--- config.mk ---
export PLATFORM = sky130hd
export DESIGN_NAME = in_fifo_gearbox
export DESIGN_NICKNAME = d
export VERILOG_FILES = /design/src/rtl/in_fifo_gearbox_pkg.sv /design/src/rtl/in_fifo_gearbox_mem.sv /design/src/rtl/in_fifo_gearbox.sv
export SDC_FILE = /design/constraint.sdc
export NUM_CORES = 1
export LEC_CHECK = 0
export CORE_MARGIN = 2
export CORE_UTILIZATION = 45
export DETAILED_ROUTE_END_ITERATION = 6
export GPL_TIMING_DRIVEN = 0
export SLEW_MARGIN = 10
export SYNTH_ARGS = -nofsm -noshare
export SYNTH_HDL_FRONTEND = slang
export SYNTH_SLANG_ARGS = --single-unit
--- constraint.sdc ---
create_clock -name CLK -period 10 [get_ports CLK]
set_input_delay 2 -clock CLK [delete_from_list [all_inputs] [get_ports CLK]]
set_output_delay 2 -clock CLK [all_outputs]
set_load 0.05 [all_outputs]
--- src/rtl/in_fifo_gearbox_pkg.sv ---
// Shared constants and count helper for the receive-side nibble-to-byte gearbox FIFO.
package in_fifo_gearbox_pkg;

    localparam int DEPTH = 8;
    localparam int PTR_W = 3;
    localparam int CNT_W = 4;

    localparam logic MODE_4X8 = 1'b1;
    localparam logic MODE_4X4 = 1'b0;

    function automatic logic [CNT_W-1:0] calc_next_count(
        input logic [CNT_W-1:0] count,
        input logic             enq,
        input logic             deq
    );
        logic [CNT_W-1:0] result;
        case ({enq, deq})
            2'b10:   result = count + 4'd1;
            2'b01:   result = count - 4'd1;
            default: result = count;
        endcase
        return result;
    endfunction

endpackage

--- src/rtl/in_fifo_gearbox_mem.sv ---
// Eight-entry storage array for the gearbox FIFO: one synchronous write port, one
// asynchronous read port, no reset on the data.
module in_fifo_gearbox_mem
    import in_fifo_gearbox_pkg::*;
#(
    parameter int WIDTH = 80
) (
    input  logic             i_clk,
    input  logic             i_we,
    input  logic [PTR_W-1:0] i_wptr,
    input  logic [WIDTH-1:0] i_data,
    input  logic [PTR_W-1:0] i_rptr,
    output logic [WIDTH-1:0] o_rdata
);

    logic [WIDTH-1:0] r_mem [DEPTH];

    // Storage write
    always_ff @(posedge i_clk) begin
        if (i_we) begin
            r_mem[i_wptr] <= i_data;
        end
    end

    assign o_rdata = r_mem[i_rptr];

endmodule

--- src/rtl/in_fifo_gearbox.sv ---
// Receive-side width-up FIFO: packs nibble pairs per lane into bytes, 8-deep, with status flags.
// Optional sticky OVERFLOW/UNDERFLOW outputs are enabled by IN_FIFO_GEARBOX_ERR_FLAGS_EN.
module in_fifo_gearbox
    import in_fifo_gearbox_pkg::*;
#(
    parameter int    NUM_LANES          = 10,
    parameter string ARRAY_MODE         = "ARRAY_MODE_4_X_8",
    parameter int    ALMOST_EMPTY_VALUE = 1,
    parameter int    ALMOST_FULL_VALUE  = 1,
    parameter string OUTPUT_DISABLE     = "FALSE"
) (
    input  logic                   CLK,
    input  logic                   RESETB,
    input  logic                   WREN,
    input  logic [4*NUM_LANES-1:0] D,
    input  logic                   RDEN,
    output logic [8*NUM_LANES-1:0] Q,
    output logic                   EMPTY,
    output logic                   FULL,
    output logic                   ALMOSTEMPTY,
`ifdef IN_FIFO_GEARBOX_ERR_FLAGS_EN
    output logic                   OVERFLOW,
    output logic                   UNDERFLOW,
`endif
    output logic                   ALMOSTFULL
);

    localparam int   DW      = 4 * NUM_LANES;
    localparam int   QW      = 8 * NUM_LANES;
    localparam logic MODE    = (ARRAY_MODE == "ARRAY_MODE_4_X_8") ? MODE_4X8 : MODE_4X4;
    localparam logic OUT_DIS = (OUTPUT_DISABLE == "TRUE") ? 1'b1 : 1'b0;

    // Illegal configurations stop elaboration rather than build a silently wrong FIFO.
    if ((ARRAY_MODE != "ARRAY_MODE_4_X_8") && (ARRAY_MODE != "ARRAY_MODE_4_X_4")) begin : g_bad_mode
        $fatal(1, "in_fifo_gearbox: illegal ARRAY_MODE");
    end
    if ((ALMOST_EMPTY_VALUE < 1) || (ALMOST_EMPTY_VALUE > 2)) begin : g_bad_ae
        $fatal(1, "in_fifo_gearbox: ALMOST_EMPTY_VALUE must be 1..2");
    end
    if ((ALMOST_FULL_VALUE < 1) || (ALMOST_FULL_VALUE > 2)) begin : g_bad_af
        $fatal(1, "in_fifo_gearbox: ALMOST_FULL_VALUE must be 1..2");
    end

    logic             w_wr_ok;
    logic             w_rd_ok;
    logic             w_enq;
    logic [QW-1:0]    w_wdata;
    logic [QW-1:0]    w_rdata;
    logic [CNT_W-1:0] w_next_count;

    logic [CNT_W-1:0] r_count;
    logic [PTR_W-1:0] r_wptr;
    logic [PTR_W-1:0] r_rptr;
    logic             r_phase;
    logic [DW-1:0]    r_hold;

    assign w_wr_ok      = WREN & ~FULL;
    assign w_rd_ok      = RDEN & ~EMPTY;
    assign w_enq        = w_wr_ok & ((MODE == MODE_4X4) | r_phase);
    assign w_next_count = calc_next_count(r_count, w_enq, w_rd_ok);

    // Per-lane byte assembly: the held (first) nibble always lands in bits [3:0]
    always_comb begin
        w_wdata = {QW{1'b0}};
        for (int l = 0; l < NUM_LANES; l++) begin
            if (MODE == MODE_4X8) begin
                w_wdata[8*l +: 8] = {D[4*l +: 4], r_hold[4*l +: 4]};
            end else begin
                w_wdata[8*l +: 8] = {4'b0000, D[4*l +: 4]};
            end
        end
    end

    // Nibble phase and hold register; a refused write leaves both untouched
    always_ff @(posedge CLK or negedge RESETB) begin
        if (!RESETB) begin
            r_phase <= 1'b0;
            r_hold  <= {DW{1'b0}};
        end else if (w_wr_ok && (MODE == MODE_4X8)) begin
            if (!r_phase) begin
                r_hold <= D;
            end
            r_phase <= ~r_phase;
        end
    end

    // Pointers, occupancy, registered flags and output word
    always_ff @(posedge CLK or negedge RESETB) begin
        if (!RESETB) begin
            r_wptr      <= {PTR_W{1'b0}};
            r_rptr      <= {PTR_W{1'b0}};
            r_count     <= {CNT_W{1'b0}};
            Q           <= {QW{1'b0}};
            EMPTY       <= 1'b1;
            FULL        <= 1'b0;
            ALMOSTEMPTY <= 1'b1;
            ALMOSTFULL  <= 1'b0;
        end else begin
            if (w_enq) begin
                r_wptr <= r_wptr + 3'd1;
            end
            if (w_rd_ok) begin
                r_rptr <= r_rptr + 3'd1;
                Q      <= OUT_DIS ? {QW{1'b0}} : w_rdata;
            end
            r_count     <= w_next_count;
            EMPTY       <= (w_next_count == 4'd0);
            FULL        <= (w_next_count == CNT_W'(DEPTH));
            ALMOSTEMPTY <= (w_next_count <= CNT_W'(ALMOST_EMPTY_VALUE));
            ALMOSTFULL  <= (w_next_count >= CNT_W'(DEPTH - ALMOST_FULL_VALUE));
        end
    end

`ifdef IN_FIFO_GEARBOX_ERR_FLAGS_EN
    // Sticky error flags, cleared only by reset
    always_ff @(posedge CLK or negedge RESETB) begin
        if (!RESETB) begin
            OVERFLOW  <= 1'b0;
            UNDERFLOW <= 1'b0;
        end else begin
            if (WREN && FULL) begin
                OVERFLOW <= 1'b1;
            end
            if (RDEN && EMPTY) begin
                UNDERFLOW <= 1'b1;
            end
        end
    end
`endif

    in_fifo_gearbox_mem #(
        .WIDTH (QW)
    ) u_mem (
        .i_clk   (CLK),
        .i_we    (w_enq),
        .i_wptr  (r_wptr),
        .i_data  (w_wdata),
        .i_rptr  (r_rptr),
        .o_rdata (w_rdata)
    );

endmodule

==> summary.txt <==
Status - complete, no violations
First-pass GRT wire length - 93820 um
Final TNS setup - 0 ns
Post-synth EDFFs - 640
Setup Buffers After CTS - 0
Vias - 13720
Crit-path max FO - 9
Initial core utilization - 45.24%
Crit-path cells - clkdlybuf4s50_1 > and3b_1 > buf_6 > or2b_1 > nor3_2 > buf_6 > buf_6 > buf_4 > buf_4
Clock buffer depth - 3
FF-to-FF End - u_mem.r_mem[0][60]
Worst-case hold path end point - Q[46]
Hold path start - Q[46]
Critical Path Max Stage Delay - 0.65 ns
Root buf cell - clkbuf_16
1st-pass router iterations - 5
Cell Count, Final, Fillers Out - 2535
Reg clk slew, reported paths - 0.06 ns
Final Hold Viols - 0
Synthesized cell area - 0.02901 sq mm
Later-pin clock latency in the skew report - 0.61 ns
Crit Path Category - in2reg
Vias in the first global route - 14420
Syn. warnings - 0
WL met2 - 30790 um
Total power - 10.91 mW
Inst Count DP - 2392
Worst-case vdd ir drop - 0.1967 mV
# IOs - 128
Final Wtd Congestion - 0.7228
Synth Instances - 1361
Synth Net Count - 1409
CTS sink cnt - 775
Worst Setup End Kind - flip-flop
Final worst slack - 5.593 ns
Final ANT Viol Nets - 0
Drt total wl - 62690 um
Number of port buffers - 127
Crit share post-route - 44.07%
Avg Vias per Cell - 5.410
Chip width - 257.9 um
R2r startpoint - FULL
Wl on met1 - 27240 um
R2r worst-path depth - 8
Rows - 93
Core Area - 0.06412 sq mm
Fin Hold WS - 0.4736 ns
CTS tree - built
Crit start category - input port
Distinct cell type count after synthesis - 49
Hold crit path type - reg2reg
Slowest-stage cell, CP - nor3_2
Flop and latch count out of synthesis - 775
Grt ovf - 0
Req. time, crit path - 10.30 ns
Chip height - 257.9 um
Pwr Density - 314.0 mW/mm^2
Tmin final - 4.407 ns
Avg Inst Size Synth - 21.31 sq um
Final Util - 54.17%
Leak - 11.74 nW
Primary FF master, synth - edfxtp_1
Area taken by flip-flops and latches - 0.02260 sq mm
WL per Instance - 24.73 um
Multi-input logic area - 0.006133 sq mm
HPWL after DPL - 38530 um
Buf/Inv on CP - 6
Highest metal used - met5
Drt drc - 0
Final Cell Area - 0.03473 sq mm
Initial DRC count - 1137
Register area share after synthesis - 77.91%
Largest net degree at the start of global routing - 87
Area after DPL - 0.03222 sq mm
Max-cap check violation count - 0
Fin. max-slew vios - 0
H-Tree Depth - 3
CP Data Arrival Time - 4.71 ns
Post-CTS Hold Fix Bufs - 0
Rel. slew slack - 30.42%
FFs w/ async S/R, synth - 17.42%
Met3 Routed Length - 3608 um
Layout fillers - 4864
Largest delay share family, worst path - buffers and inverters
Most numerous cell on the critical path - buf_6
GRT Total Usage - 19.27%
Worst-Margin Slew - 1.044 ns
Die ar. - 0.06650 sq mm
Setup-failing EPs final - 0
Post-CTS Resized - 0
Setup Skew - 0.02373 ns
Fraction of layout instances using a drive strength above 1 - 23.81%
WHS Path Cells - 2
Pre-CTS WS - 4.933 ns
Syn-to-layout area delta - 19.74%
RSZ-0062 raised after global routing - no
Layout net count - 1665
Num CTS Buffers - 78
Antenna violations before repair - 4
R2R Setup Slk - 7.02 ns
FMAX - 226.9 MHz
Antenna fix cells - 0
## flip-flops by register name, summed over array words and instances (netlist names)
signal and cells:
r_count 4, r_hold 40, FULL 1, ALMOSTFULL 1
r_phase 1, Q 80, EMPTY 1, r_wptr 3
r_rptr 3, ALMOSTEMPTY 1, u_mem.r_mem 640
## placed cells by master (no fill, tap or decap), drive strengths merged, types with 5 or more instances in the layout
master / count
nor2: 11
clkinv: 22
nand2b: 5
mux2: 41
buf: 93
mux4: 160
o21ai: 81
clkdlybuf4s50: 126
clkbuf: 142
bufinv: 6
dfrtp: 133
xnor2: 6
nand2: 92
mux2i: 80
edfxtp: 640
## cell families (layout without fill, tap and decap cells)
group | count (synthesis) | in the layout | share of synthesized area, %
flops | 775 | 775 | 77.91
buf+inv | 74 | 393 | 1.134
simple gates | 126 | 126 | 1.915
mux | 281 | 281 | 16.78
xor+xnor | 8 | 8 | 0.2890
fa+ha+maj | 4 | 4 | 0.1725
compound gates | 93 | 93 | 1.803
## worst max-delay path by stage
stage,start,to,slack [ns],cells past startpoint
after global placement,WREN,u_mem.r_mem[0][7],-5.49,5
final,WREN,u_mem.r_mem[0][60],5.59,9
after floorplan,WREN,u_mem.r_mem[0][0],1.37,4
after CTS,WREN,u_mem.r_mem[0][62],5.57,9
after detailed placement,WREN,u_mem.r_mem[0][6],4.93,9
after global routing,WREN,u_mem.r_mem[0][62],5.50,9
## layout make-up
cell class	instances	share of cell area (%)
inverter	3	0.07205
tap	855	3.080
clock buffer	114	6.369
multi-input combinational	512	17.66
timing repair buffer	176	6.001
buffer	71	0.8790
sequential	775	65.06
clock inverter	29	0.8754
## cell usage after synthesis (2+ instances only)
library cell	count	share of area [%]
buf_2	23	0.40
nor4_1	3	0.065
nor3_1	2	0.035
nand2b_1	5	0.11
dfstp_2	2	0.18
edfxtp_1	640	66
o21ai_0	81	1.4
dfrtp_1	133	11
ha_1	4	0.17
nor2_1	11	0.14
xnor2_1	6	0.18
nand2_1	92	1.2
mux2_2	41	1.6
buf_1	19	0.25
mux4_2	160	12
mux2i_1	80	2.8
clkbuf_1	27	0.35
## power by group
part,internal (mW),switching [mW],total [mW]
clock network,1.69,1.18,2.87
registers,4.25,0.344,4.59
logic,1.42,2.02,3.44
## layer usage
| layer | vias up | track usage [%] |
|---|---|---|
| met4 | 6 | 5.234 |
| li1 | 6039 | - |
| met2 | 364 | 31.15 |
| met3 | 72 | 3.769 |
| met1 | 7234 | 27.10 |
| met5 | - | 0 |
## worst register-to-register path, cell delays in order (launching register included)
cell     delay [ns]
dfrtp_1        0.38
and3b_1        0.23
buf_6          0.17
or2b_1         0.39
nor3_2         0.66
buf_6          0.25
buf_6          0.17
buf_4          0.20
buf_4          0.23
Note: power is estimated with default switching activity, not from simulation.
==> patch, RTL diff (same flow settings) <==
Build with the macro `IN_FIFO_GEARBOX_ERR_FLAGS_EN` defined.
--- a/src/rtl/in_fifo_gearbox.sv
+++ b/src/rtl/in_fifo_gearbox.sv
@@ -1,5 +1,7 @@
 // Receive-side width-up FIFO: packs nibble pairs per lane into bytes, 8-deep, with status flags.
 // Optional sticky OVERFLOW/UNDERFLOW outputs are enabled by IN_FIFO_GEARBOX_ERR_FLAGS_EN.
+`define IN_FIFO_GEARBOX_ERR_FLAGS_EN
+
 module in_fifo_gearbox
     import in_fifo_gearbox_pkg::*;
 #(
Function (old outputs only; new: OVERFLOW and UNDERFLOW): same outputs for any inputs over 4 cycles, from zero or initial values and one cycle with RESETB low; that may be too few to reach the edited logic, so the function may still have changed.
==> patch against the original RTL <==
Power is 0.71% higher. Sequential cell count is 2 higher. Critical path depth is 2 lower. Synthesized area is 0.22% higher. Worst setup slack worse by 0.27 ns. Largest power group unchanged. Worst hold slack worse by 0.017 ns. Die area is 0.22% higher. Wire length is 0.71% lower. Non-clock buffer count is 7 higher. Final area is 0.79% higher. Combinational power is 1% higher.
==> patch: results (changes against the original RTL) <==
| Metric | Value |
|---|---|
| IO Port Bufs | 129 (was 127) |
| Rel. slew slack | 0.186 (was 0.304) |
| Worst hold slack | 0.456 ns (was 0.474 ns) |
| Adder-Cell Fraction of Synth Area | 0.00172 (was 0.00173) |
| Top cells by area, synth | edfxtp_1 66%, mux4_2 12%, dfrtp_1 12%, mux2i_1 2.8%, mux2_2 1.6% (was edfxtp_1 66%, mux4_2 12%, dfrtp_1 11%, mux2i_1 2.8%, mux2_2 1.6%) |
| Initial antenna violation count | 0 (was 4) |
| Max incr delay on CP | 0.97 ns (was 0.65 ns) |
| Worst path arrival time | 5.19 ns (was 4.71 ns) |
| Layout Nets | 1,675 (was 1,665) |
| WHS Endpoint | UNDERFLOW (was Q[46]) |
| Hold Path Origin | UNDERFLOW (was Q[46]) |
| First-pass GRT wire length | 93.5 mm (was 93.8 mm) |
| Distinct cell type count after synthesis | 47 (was 49) |
| Overall routed net length | 62.2 mm (was 62.7 mm) |
| Mux contribution to synthesized area | 0.167 (was 0.168) |
| Compound-Gate Fraction of Synth Area | 0.0185 (was 0.0180) |
| Average wire per cell in the routed design | 24.4 um (was 24.7 um) |
| Clk_skew | 0.0260 ns (was 0.0237 ns) |
| Hold path cells | 1 (was 2) |
| Status | complete, no violations (unchanged) |
| Tot GR Track Use | 0.190 (was 0.193) |
| Switching portion of total power | 0.325 (about the same) |
| VDD IR max | 0.000133 V (was 0.000197 V) |
| Reg2reg start | EMPTY (was FULL) |
| End of the critical path | Q[33] (was u_mem.r_mem[0][60]) |
| FFs w/ async S/R, synth | 0.176 (was 0.174) |
| Worst slack at placement | 4.54 ns (was 4.93 ns) |
| Post-synth top cells | 640 x edfxtp_1, 160 x mux4_2, 135 x dfrtp_1, 92 x nand2_1, 81 x o21ai_0 (was 640 x edfxtp_1, 160 x mux4_2, 133 x dfrtp_1, 92 x nand2_1, 81 x o21ai_0) |
| GPL Wtd Cong | 0.700 (was 0.723) |
| CTS buffer count | 77 (was 78) |
| Worst setup path start | RDEN (was WREN) |
| Cells on worst reg2reg path | 6 (was 8) |
| Post-synthesis sequential area ratio | 0.779 (about the same) |
| Static Leak | 11.8 nW (was 11.7 nW) |
| Vias in the first global route | 14,765 (was 14,423) |
| Synth Instances | 1,365 (was 1,361) |
| Placed Cells | 2,403 (was 2,392) |
| Post-route design area | 35,000 um2 (was 34,700 um2) |
| Fill count | 4,853 (was 4,864) |
| Number of DRC markers in iteration 0 | 1,122 (was 1,137) |
## patch: cell types whose count changed after synthesis, sizes merged
cell / before / now
buf: 43 / 41
dfrtp: 133 / 135
nand2b: 5 / 7
or2b: 2 / 0
a21o: 1 / 3
inv: 1 / 2
clkbuf: 28 / 30
clkinv: 2 / 1
## patch: area by class of cell
class / instances / area share
multi-input cells: 514 / 0.176
clock inverters: 34 / 0.0105
repair buffers: 183 / 0.0647
inverters: 3 / 0.000679
flip-flops and latches: 777 / 0.647
plain buffers: 71 / 0.00861
well taps: 855 / 0.0306
clock buffers: 109 / 0.0623
## patch: metal layers
metal	vias to the layer above	global-route usage	routed length (um)
met5	-	0	0
met4	0	0.0588	1330
met3	95	0.0291	3020
met2	353	0.315	31000
met1	7407	0.263	26900
li1	6072	-	-
## patch: power by group through the flow
stage	clock, mW	combinational [mW]	sequential (mW)
finish	2.89	3.48	4.62
detailed placement	0	3.55	4.68
global placement	0	3.37	4.73
global route	3.08	3.72	4.68
CTS	2.96	3.56	4.62
floorplan	0	1.73	5.20
